===== src/rtl/pc_fetch_ctrl_if.sv =====
// Fetch-stage bundle: redirect request, instruction-memory handshake and decode-facing output.
// master = fetch controller, slave = memory/decode environment.
interface pc_fetch_ctrl_if;
    logic        redirect;
    logic [31:0] redirect_addr;
    logic        stall;
    logic        imem_req;
    logic [31:0] imem_addr;
    logic        imem_gnt;
    logic        imem_rvalid;
    logic [31:0] imem_rdata;
    logic        if_valid;
    logic [31:0] if_pc;
    logic [31:0] if_instr;
    logic        misalign_err;

    modport master (
        input  redirect, redirect_addr, stall, imem_gnt, imem_rvalid, imem_rdata,
        output imem_req, imem_addr, if_valid, if_pc, if_instr, misalign_err
    );

    modport slave (
        output redirect, redirect_addr, stall, imem_gnt, imem_rvalid, imem_rdata,
        input  imem_req, imem_addr, if_valid, if_pc, if_instr, misalign_err
    );
endinterface


===== src/rtl/pc_fetch_ctrl.sv =====
// PC fetch controller: one outstanding imem request, output register plus 1-entry skid, redirect/kill.
// Redirect-to-output latency 1 + grant wait + memory latency + 1; FETCH_MISALIGN_CHECK_EN enables misalign_err.
module pc_fetch_ctrl #(
    parameter logic [31:0] RESET_PC = 32'h0000_0000
) (
    input logic             clk,
    input logic             rst,
    pc_fetch_ctrl_if.master bus
);
    typedef enum logic [1:0] {S_IDLE, S_REQ, S_WAIT} state_e;

    state_e      state_q, state_d;
    logic [31:0] pc_q, pc_d;
    logic [31:0] req_pc_q, req_pc_d;
    logic        kill_q, kill_d;
    logic        out_vld_q, out_vld_d;
    logic [31:0] out_pc_q, out_pc_d;
    logic [31:0] out_instr_q, out_instr_d;
    logic        skid_vld_q, skid_vld_d;
    logic [31:0] skid_pc_q, skid_pc_d;
    logic [31:0] skid_instr_q, skid_instr_d;

    logic [31:0] tgt;
    logic        req;
    logic        deliver;
    logic        consume;
    logic        out_free;

    assign tgt = {bus.redirect_addr[31:2], 2'b00};
    // A full skid means the output is stalled; do not fetch another word until it drains.
    assign req = (state_q == S_REQ) && !skid_vld_q;

    assign bus.imem_req  = req;
    assign bus.imem_addr = pc_q;
    assign bus.if_valid  = out_vld_q;
    assign bus.if_pc     = out_pc_q;
    assign bus.if_instr  = out_instr_q;

    always_ff @(posedge clk or posedge rst) begin
        if (rst) begin
            state_q  <= S_IDLE;
            pc_q     <= RESET_PC;
            req_pc_q <= RESET_PC;
            kill_q   <= 1'b0;
        end else begin
            state_q  <= state_d;
            pc_q     <= pc_d;
            req_pc_q <= req_pc_d;
            kill_q   <= kill_d;
        end
    end

    always_comb begin
        state_d  = state_q;
        pc_d     = pc_q;
        req_pc_d = req_pc_q;
        kill_d   = kill_q;
        deliver  = 1'b0;
        case (state_q)
            S_IDLE: state_d = S_REQ;
            S_REQ: begin
                if (req && bus.imem_gnt) begin
                    state_d  = S_WAIT;
                    req_pc_d = pc_q;
                    kill_d   = bus.redirect;
                end
                if (bus.redirect) pc_d = tgt;
            end
            S_WAIT: begin
                if (bus.imem_rvalid) begin
                    state_d = S_REQ;
                    kill_d  = 1'b0;
                    if (!kill_q && !bus.redirect) begin
                        deliver = 1'b1;
                        pc_d    = req_pc_q + 32'd4;
                    end
                end else if (bus.redirect) begin
                    kill_d = 1'b1;
                end
                if (bus.redirect) pc_d = tgt;
            end
            default: state_d = S_IDLE;
        endcase
    end

    always_ff @(posedge clk or posedge rst) begin
        if (rst) begin
            out_vld_q    <= 1'b0;
            out_pc_q     <= 32'h0;
            out_instr_q  <= 32'h0;
            skid_vld_q   <= 1'b0;
            skid_pc_q    <= 32'h0;
            skid_instr_q <= 32'h0;
        end else begin
            out_vld_q    <= out_vld_d;
            out_pc_q     <= out_pc_d;
            out_instr_q  <= out_instr_d;
            skid_vld_q   <= skid_vld_d;
            skid_pc_q    <= skid_pc_d;
            skid_instr_q <= skid_instr_d;
        end
    end

    assign consume  = out_vld_q && !bus.stall;
    assign out_free = !out_vld_q || consume;

    always_comb begin
        out_vld_d    = out_vld_q;
        out_pc_d     = out_pc_q;
        out_instr_d  = out_instr_q;
        skid_vld_d   = skid_vld_q;
        skid_pc_d    = skid_pc_q;
        skid_instr_d = skid_instr_q;
        if (bus.redirect) begin
            out_vld_d  = 1'b0;
            skid_vld_d = 1'b0;
        end else if (out_free) begin
            // Skid holds the older word, so it drains first to keep program order.
            if (skid_vld_q) begin
                out_vld_d   = 1'b1;
                out_pc_d    = skid_pc_q;
                out_instr_d = skid_instr_q;
                skid_vld_d  = deliver;
                if (deliver) begin
                    skid_pc_d    = req_pc_q;
                    skid_instr_d = bus.imem_rdata;
                end
            end else if (deliver) begin
                out_vld_d   = 1'b1;
                out_pc_d    = req_pc_q;
                out_instr_d = bus.imem_rdata;
            end else begin
                out_vld_d = 1'b0;
            end
        end else if (deliver) begin
            skid_vld_d   = 1'b1;
            skid_pc_d    = req_pc_q;
            skid_instr_d = bus.imem_rdata;
        end
    end

`ifdef FETCH_MISALIGN_CHECK_EN
    logic mis_q, mis_d;

    assign mis_d            = bus.redirect && (bus.redirect_addr[1:0] != 2'b00);
    assign bus.misalign_err = mis_q;

    always_ff @(posedge clk or posedge rst) begin
        if (rst) mis_q <= 1'b0;
        else     mis_q <= mis_d;
    end
`else
    assign bus.misalign_err = 1'b0;
`endif

endmodule

===== src/flat_wrapper.sv =====
// flat-port wrapper written by rule: the top's interface ports become plain ports
module pc_fetch_ctrl_flat 
#(
    parameter logic [31:0] RESET_PC = 32'h0000_0000
)
  (clk, rst, bus_redirect, bus_redirect_addr, bus_stall, bus_imem_gnt, bus_imem_rvalid, bus_imem_rdata, bus_imem_req, bus_imem_addr, bus_if_valid, bus_if_pc, bus_if_instr, bus_misalign_err);
  pc_fetch_ctrl_if bus_i ();
  input logic clk;
  input logic rst;
  input wire logic [$bits(bus_i.redirect)-1:0] bus_redirect;
  input wire logic [$bits(bus_i.redirect_addr)-1:0] bus_redirect_addr;
  input wire logic [$bits(bus_i.stall)-1:0] bus_stall;
  input wire logic [$bits(bus_i.imem_gnt)-1:0] bus_imem_gnt;
  input wire logic [$bits(bus_i.imem_rvalid)-1:0] bus_imem_rvalid;
  input wire logic [$bits(bus_i.imem_rdata)-1:0] bus_imem_rdata;
  output wire logic [$bits(bus_i.imem_req)-1:0] bus_imem_req;
  output wire logic [$bits(bus_i.imem_addr)-1:0] bus_imem_addr;
  output wire logic [$bits(bus_i.if_valid)-1:0] bus_if_valid;
  output wire logic [$bits(bus_i.if_pc)-1:0] bus_if_pc;
  output wire logic [$bits(bus_i.if_instr)-1:0] bus_if_instr;
  output wire logic [$bits(bus_i.misalign_err)-1:0] bus_misalign_err;
  assign bus_i.redirect = bus_redirect;
  assign bus_i.redirect_addr = bus_redirect_addr;
  assign bus_i.stall = bus_stall;
  assign bus_i.imem_gnt = bus_imem_gnt;
  assign bus_i.imem_rvalid = bus_imem_rvalid;
  assign bus_i.imem_rdata = bus_imem_rdata;
  assign bus_imem_req = bus_i.imem_req;
  assign bus_imem_addr = bus_i.imem_addr;
  assign bus_if_valid = bus_i.if_valid;
  assign bus_if_pc = bus_i.if_pc;
  assign bus_if_instr = bus_i.if_instr;
  assign bus_misalign_err = bus_i.misalign_err;
  pc_fetch_ctrl #(.RESET_PC(RESET_PC)) u_core (.clk(clk), .rst(rst), .bus(bus_i));
endmodule

===== config.mk =====
export PLATFORM = sky130hd
export DESIGN_NAME = pc_fetch_ctrl_flat
export DESIGN_NICKNAME = d
export VERILOG_FILES = /design/src/rtl/pc_fetch_ctrl_if.sv /design/src/rtl/pc_fetch_ctrl.sv /design/src/flat_wrapper.sv
export SDC_FILE = /design/constraint.sdc
export NUM_CORES = 1
export LEC_CHECK = 0
export ABC_AREA = 1
export BUFFER_PORTS_ARGS = -buffer_cell sky130_fd_sc_hd__buf_4
export CORE_UTILIZATION = 56
export CTS_CLUSTER_DIAMETER = 100
export DETAILED_ROUTE_END_ITERATION = 7
export PLACE_DENSITY = 0.83
export SYNTH_ARGS = -nofsm -noshare
export SYNTH_HDL_FRONTEND = slang
export SYNTH_SLANG_ARGS = --single-unit

===== constraint.sdc =====
create_clock -name clk -period 9.1 [get_ports clk]
set_clock_uncertainty 0.05 [all_clocks]
set_input_delay 1.365 -clock clk [delete_from_list [all_inputs] [get_ports clk]]
set_output_delay 1.365 -clock clk [all_outputs]
set_load 0.03 [all_outputs]

Word-level counts from Yosys, hierarchy flattened
Index checks and enable logic that the tools add are counted.

Add/sub/neg operators: 1. Eq/ne operators: 8. Multiplexer cells: 33. Bitwise gates (word level): 1. Reduce and logical (&&, ||, !) cells: 21.

Operator list (number): 32-bit two-way mux (14); 32-bit case mux with 2 select lines (1); 32-bit by 3-bit adder with 32-bit output, second input constant (1); 1-bit two-way mux (14); 2-bit != test, second input constant (3); 2-bit case mux with 3 select lines (1); 2-bit AND reduction (3); 3-bit AND reduction (2); 2-bit nonzero test (3); 1-bit zero test (5); 1-bit logical AND (4); 2-bit two-way mux (2); 4-bit AND reduction (1); 3-bit by 2-bit != test with 1-bit output, second input constant (1); 3-bit != test, second input constant (1); 3-bit nonzero test (1); 2-bit by 1-bit == test with 1-bit output, second input constant (1); 2-bit == test, second input constant (1); 2-bit zero test (1); 2-bit by 1-bit != test with 1-bit output, second input constant (1); 1-bit case mux with 2 select lines (1); 1-bit logical OR (1); 1-bit inverter (1).

Flip-flop bits (word level): 197. Bits of input ports: 70. Word-level logic and storage cells: 74.

Depth between registers and ports, before layout
Gate-level depths: netlist of run 1.

Word-level depth: 9. Gate-level depth with buffers: 10. Depth with buffers taken out: 10.

Least setup slack after synthesis of run 1
Ideal clock, no wire load.

Path kind: flip-flop to output port. From: reg u_core.state_q[1]. To: out bus_imem_req. Data arrival time: 0.953 ns. Data required time: 7.685 ns. Slack: 6.732 ns. Stages on the path, launching flop included: 4. Buffers on the path: 0. Cell sequence: dfrtp_1 > inv_1 > nand2_1 > nor2_1.

Word-level cells in the longest chain between the ends: 2.

RTL lines: start: declaration (RTL line pc_fetch_ctrl.sv:12) `state_e state_q, state_d;`; start signal: assignment (RTL line pc_fetch_ctrl.sv:46) `state_q <= state_d;`; 2-bit by 1-bit == test with 1-bit output (RTL line pc_fetch_ctrl.sv:31) `assign req = (state_q == S_REQ) && !skid_vld_q;`; 1-bit logical AND (RTL line pc_fetch_ctrl.sv:31); end: declaration (RTL line flat_wrapper.sv:16) `output wire logic [$bits(bus_i.imem_req)-1:0] bus_imem_req;`.

Every way passes these cells.

Worst setup path after layout of run 1
From: reg u_core.skid_vld_q. To: reg u_core.skid_vld_q.

Word-level cells in the longest chain between the ends: 3.

RTL lines: start: declaration (RTL line pc_fetch_ctrl.sv:19) `logic skid_vld_q, skid_vld_d;`; start signal: assignment (RTL line pc_fetch_ctrl.sv:98) `skid_vld_q <= skid_vld_d;`; 1-bit two-way mux (RTL line pc_fetch_ctrl.sv:119) `if (skid_vld_q) begin`; 1-bit two-way mux (RTL line pc_fetch_ctrl.sv:117) `end else if (out_free) begin`; 1-bit two-way mux (RTL line pc_fetch_ctrl.sv:114) `if (bus.redirect) begin`.

Every way passes these cells. A chain may end at the register's enable or synchronous reset.

==> results of run 1 <==
==> path summary, 6_finish.rpt <==
kind / from / to / slack (ps) / depth (start not counted)
worst max-delay path: u_core.skid_vld_q / u_core.skid_vld_q / 5770 / 6
worst min-delay path: u_core.skid_pc_q[21] / u_core.skid_pc_q[21] / 430 / 2
worst max register to register: u_core.skid_vld_q / u_core.skid_vld_q / 5770 / 6
worst min register to register: u_core.skid_pc_q[21] / u_core.skid_pc_q[21] / 430 / 2
max in group asynchronous: rst / u_core.bus.if_pc[6] / 6400 / 3
min in group asynchronous: rst / u_core.bus.if_valid / 1040 / 2
==> placed cells by master, fill, tap and decap left out, drive strengths merged, types with 11 or more instances in the layout <==
cell,n
clkbuf,20
clkinv,11
buf,172
nor2,57
o21a,15
o21ai,262
inv,92
nand2,373
nand3,34
dfrtp,197
==> layer usage <==
metal  routed length [um]  up-vias
li1                     -     3884
met4                  293        0
met3                 1250       26
met2                 9270      264
met5                    0        -
met1                10200     3554
==> cell type report <==
| cell class | instances | area, um2 | share of cell area |
|---|---|---|---|
| clock buffer | 20 | 457 | 0.0412 |
| multi-input combinational | 770 | 3700 | 0.333 |
| tap | 216 | 270 | 0.0244 |
| clock inverter | 12 | 82.6 | 0.00745 |
| sequential | 197 | 4930 | 0.445 |
| timing repair buffer | 172 | 1290 | 0.116 |
| inverter | 94 | 362 | 0.0326 |
==> cells in the mapped netlist (all sizes together) <==
cell type and count:
buf 43, ha 1, o31ai 1, a21boi 2, or2 1, clkinv 1, a22oi 1, clkbuf 18
nor3 1, a21oi 5, nand3 34, nand2 373, and2 4, o211ai 4, o21a 15, inv 93
o22ai 4, xor2 4, o21ai 262, dfrtp 197, conb 1, nor2 57
==> sequential cells by signal, indices dropped and copies added, names as in the netlist <==
| name | count |
|---|---|
| u_core.bus.if_instr | 32 |
| u_core.skid_vld_q | 1 |
| u_core.bus.if_pc | 32 |
| u_core.kill_q | 1 |
| u_core.skid_instr_q | 32 |
| u_core.skid_pc_q | 32 |
| u_core.bus.if_valid | 1 |
| u_core.bus.imem_addr | 32 |
| u_core.req_pc_q | 32 |
| u_core.state_q | 2 |
==> worst register-to-register path, cell delays in order, from the launching register on <==
cell      delay, ps
dfrtp_1         400
clkinv_2         50
buf_4           810
o21ai_1         220
nand2_4         630
buf_4           790
o31ai_1         220
==> power groups by stage <==
| stage | combinational, W | clock [W] | sequential, W |
|---|---|---|---|
| floorplan | 0.000584 | 0 | 0.00169 |
| global route | 0.00159 | 0.000730 | 0.00138 |
| CTS | 0.00146 | 0.000699 | 0.00134 |
| detailed placement | 0.00145 | 0 | 0.00135 |
| global placement | 0.00142 | 0 | 0.00134 |
| finish | 0.00146 | 0.000691 | 0.00134 |
==> per-stage QoR <==
stage | cells | total power [W] | setup WS (ps)
after global placement | 1449 | 0.00277 | 5480
after global routing | 1481 | 0.00369 | 5470
after CTS | 1481 | 0.00350 | 5760
after floorplan | 1122 | 0.00228 | 2320
after detailed placement | 1449 | 0.00280 | 5460
final | 1481 | 0.00349 | 5770
==> kinds of logic (layout without fill, tap and decap cells) <==
| family | Yosys count | after routing | synth area share |
|---|---|---|---|
| adders and majority gates | 1 | 1 | 0.00134 |
| xor gates and xnor gates | 4 | 4 | 0.00375 |
| AOI/OAI and AO/OA | 294 | 294 | 0.187 |
| and+or+nand+nor | 470 | 470 | 0.202 |
| DFF | 197 | 197 | 0.528 |
| buffers and inverters | 155 | 298 | 0.0783 |
| other | 1 | 1 | 0.000402 |
==> results.json, run 1 <==
{
  "status": "complete, no violations",
  "synthDominantCellAreaShare": 0.528,
  "layout-area-overhead-vs-synth_pct": 18.8,
  "synth_cell_type_count": 33,
  "ir_worst_vdd_mv": 0.174,
  "finalHoldViolations": 0,
  "dp_hpwl_um": 14100,
  "netlist_instances": 1122,
  "critical-path-max-stage-delay_ps": 810,
  "hold_path_class": "reg -> reg",
  "rows": 46,
  "path_max_fanout": 131,
  "cp_top_family": "buffers and inverters",
  "timing.hold.ws_ps": 426,
  "cts_buffers": 17,
  "grt_util_met2": 0.366,
  "die-area_um2": 17200,
  "crit_path_start_kind": "flop",
  "ios": 169,
  "hold_buffers": 0,
  "slew_headroom": 0.275,
  "clk_pin_slew_ps": 70,
  "p_comb_frac": 0.418,
  "cts_tree": "done",
  "gr-total-overflow": 0,
  "p_per_area_nw_per_um2": 314,
  "drc": 0,
  "grt_usage": 0.253,
  "tightest_slew_ps": 1090,
  "gp_congestion": 0.921,
  "ys_top_cells_by_area": "dfrtp_1 53%, nand2_1 15%, o21ai_1 7.4%",
  "critical_path_buf_inv_count": 3,
  "yosysWarnings": 0,
  "grtUsageMet3": 0.0347,
  "vias": 7728,
  "coreArea_um2": 16100,
  "antenna_found_initial": 0,
  "min_period_ps": 3330,
  "setup-tns-final_ps": 0,
  "clock_sinks": 197,
  "synth_area_leader_cell": "dfrtp_1",
  "viasPerCell": 5.22,
  "cp-end-kind": "flop",
  "cp_cell_sequence": "clkinv_2, buf_4, o21ai_1, nand2_4, buf_4, o31ai_1",
  "drtAntennaViolNets": 0,
  "p_int_w": 0.00200,
  "wl_um": 21000,
  "drive_above_1_share": 0.225,
  "arrival_ps": 3550,
  "cp_slowest_cell": "buf_4",
  "place_area_um2": 10600,
  "p_sw_frac": 0.426,
  "cts_resized": 0,
  "cts-root-buf": "clkbuf_16",
  "synthesis.nets": 1193,
  "fin_area_um2": 11100,
  "firstDrtPassIters": 5,
  "grt_max_degree": 132,
  "rsz0062_at_grt": "false",
  "post-route-period-util": 0.366,
  "h-tree-depth": 4,
  "cap_violations": 0,
  "clock_power_share": 0.198,
  "utilization": 0.691,
  "max_freq_mhz": 300,
  "p_sw_w": 0.00148,
  "syn_avg_cell_area_um2": 8.32,
  "synth-seq-cells": 197,
  "num_antenna_cells": 0,
  "grt_busiest_layer": "met1",
  "portBuffers": 165,
  "nFillCells": 1318,
  "die_w_um": 131,
  "leakagePower_nw": 5.55,
  "drv_slew": 0,
  "cts_setup_buffers": 0,
  "p_seq_frac": 0.384,
  "cp.required_ps": 9320,
  "drtIter0Drc": 645,
  "die_y_um": 131,
  "cp_common_cell": "buf_4",
  "use_met1": 0.389,
  "start_util": 0.582,
  "first_global_vias": 6847,
  "clockBufferDepth": 2,
  "grt_pass1_wl_um": 35000,
  "nets": 1323,
  "clk_latency_ps": 430,
  "seq_area_frac_synth": 0.528,
  "drt-wirelength-per-cell_um": 14.2,
  "path_class": "reg -> reg",
  "synth_area_um2": 9340,
  "setup_viol_count_final": 0
}
(Power assumes the default switching activity.)
==> inputs of run 2 (changes only) <==
==> constraint.sdc (replaced) <==
create_clock -name clk -period 3.5 [get_ports clk]
set_clock_uncertainty 0.05 [all_clocks]
set_input_delay 0.525 -clock clk [delete_from_list [all_inputs] [get_ports clk]]
set_output_delay 0.525 -clock clk [all_outputs]
set_load 0.03 [all_outputs]
==> run 2 against run 1 <==
Against the previous run:
- utilization is 0.50 points higher
- combinational power increased to 2.6 times the previous value
- register-to-register slack lost 4500 ps
- fmax grew 49%
- sequential cell count unchanged
- first-iteration DRC count shrank 13%
- power rose to 2.6 times the previous value
- sequential power rose to 2.6 times the previous value
- global-route usage is 0.26 points higher
- setup slack worse by 4500 ps
- critical path depth rose by 1
- non-clock buffer count increased by 6
- critical path type unchanged
- largest cell class unchanged
==> results.json, run 2 (synthesis gave the netlist of run 1 again) <==
{
  "status": "complete, no violations",
  "first_global_vias": 7170,
  "setup_viol_count_final": 0,
  "tightest_slew_ps": 946,
  "ff2ff_setup_slack_ps": 1260,
  "multi_input_area_um2": 3700,
  "die_y_um": 131,
  "cap_violations": 0,
  "cts_resized": 0,
  "firstDrtPassIters": 6,
  "drive_above_1_share": 0.227,
  "cts-root-buf": "clkbuf_16",
  "r2r_end": "u_core.bus.if_instr[3]",
  "holdCritStartpoint": "bus_imem_rvalid",
  "nFillCells": 1323,
  "drv_slew": 0,
  "cp.required_ps": 3800,
  "cts_buffers": 17,
  "ios": 169,
  "crit_path_start_kind": "flop",
  "drtAntennaViolNets": 0,
  "finalNonFillerCells": 1486,
  "path_class": "reg -> reg",
  "vias": 7771,
  "drc": 0,
  "min_period_ps": 2240,
  "rsz0062_at_grt": "false",
  "drtIter0Drc": 563,
  "viasPerCell": 5.23,
  "clock_sinks": 197,
  "critical-path-max-stage-delay_ps": 590,
  "setup-tns-final_ps": 0,
  "gp_congestion": 0.930,
  "layout_common_cells": "369 x nand2_1, 197 x dfrtp_1, 175 x buf_4",
  "leakagePower_nw": 5.58,
  "start_util": 0.582,
  "post-route-period-util": 0.639,
  "p_per_area_nw_per_um2": 816,
  "layout-area-overhead-vs-synth_pct": 19.6,
  "cts_setup_buffers": 0,
  "clk_latency_ps": 430,
  "finalHoldViolations": 0,
  "utilization": 0.696,
  "worstRegToRegCells": 7,
  "register_area_um2": 4930,
  "clk_pin_slew_ps": 70,
  "grt_pass1_wl_um": 35400,
  "path_max_fanout": 78,
  "num_antenna_cells": 0,
  "ir_worst_vdd_mv": 0.533,
  "hold-path-endpoint": "u_core.state_q[1]",
  "hold_path_class": "in -> reg",
  "cp_common_cell": "buf_4",
  "drt-wirelength-per-cell_um": 14.1,
  "h-tree-depth": 4,
  "portBuffers": 165,
  "rows": 46,
  "die_w_um": 131,
  "cp_cell_sequence": "clkinv_2, buf_4, nor2_1, o21ai_4, buf_4, nand2_1, o21ai_1",
  "gr-total-overflow": 0,
  "dp_hpwl_um": 14600,
  "coreArea_um2": 16100,
  "arrival_ps": 2540,
  "nets": 1329,
  "die-area_um2": 17200,
  "clockBufferDepth": 2,
  "max_freq_mhz": 447,
  "critical_path_buf_inv_count": 3,
  "cp_slowest_cell": "buf_4",
  "grt_usage": 0.255,
  "slew_headroom": 0.367,
  "antenna_found_initial": 0,
  "mostFrequentLayoutCell": "nand2_1",
  "grt_max_degree": 79,
  "r2r-start": "u_core.skid_vld_q",
  "cp-end-kind": "flop",
  "cts_tree": "done",
  "whs_path_depth": 2,
  "dp.cells": 1454,
  "cp_top_family": "buffers and inverters",
  "wl_um": 20900
}
[run 2: how the worst max path moves through the flow]
stage                       from                 endpoint  cells past startpoint
5_1_grt        u_core.skid_vld_q     u_core.bus.if_pc[25]                      7
4_1_cts        u_core.skid_vld_q   u_core.bus.if_instr[3]                      7
3_5_place_dp   u_core.skid_vld_q   u_core.bus.if_instr[3]                      7
2_1_floorplan                rst   u_core.bus.if_instr[0]                      1
6_report       u_core.skid_vld_q   u_core.bus.if_instr[3]                      7
3_3_place_gp        bus_redirect  u_core.bus.imem_addr[5]                      6
[run 2: worst register-to-register path, cell delays in order (launching register included)]
cell and delay (ps):
dfrtp_1 400, clkinv_2 50, buf_4 420, nor2_1 160
o21ai_4 170, buf_4 590, nand2_1 200, o21ai_1 120
[run 2: cell type report]
cell class / instances / area share
inverters: 94 / 0.0320
well taps: 216 / 0.0242
multi-input cells: 770 / 0.331
clock inverters: 12 / 0.00963
repair buffers: 178 / 0.122
clock buffers: 19 / 0.0397
flip-flops and latches: 197 / 0.441
[run 2: where the power goes]
part	leakage, nW	total, W	internal [W]	switching (W)
combinational	2.76	0.00380	0.00130	0.00249
clock	0.265	0.00184	0.000995	0.000844
sequential	2.56	0.00348	0.00297	0.000514
[run 2: what timing repair did]
| item | in CTS | in global routing |
|---|---|---|
| hold buffers | 1 | 0 |
| endpoints found under the setup margin | 0 | 0 |
| endpoints found under the hold margin | 5 | 0 |
[run 2: layer usage]
layer	vias to the layer above	GRT usage	wire length [um]
li1	3909	-	-
met1	3592	0.384	9950
met2	248	0.380	9560
met3	22	0.0394	1150
met4	0	0.0804	297
met5	-	0	0
[run 2: per-stage QoR]
stage	area, um2	hold WS, ps	total power [W]	setup WS [ps]
after floorplan	9340	400	0.00592	379
after global placement	10600	406	0.00720	1330
after detailed placement	10600	413	0.00731	1270
after CTS	11200	268	0.00914	1250
after global routing	11200	310	0.00966	1060
final	11200	280	0.00912	1260
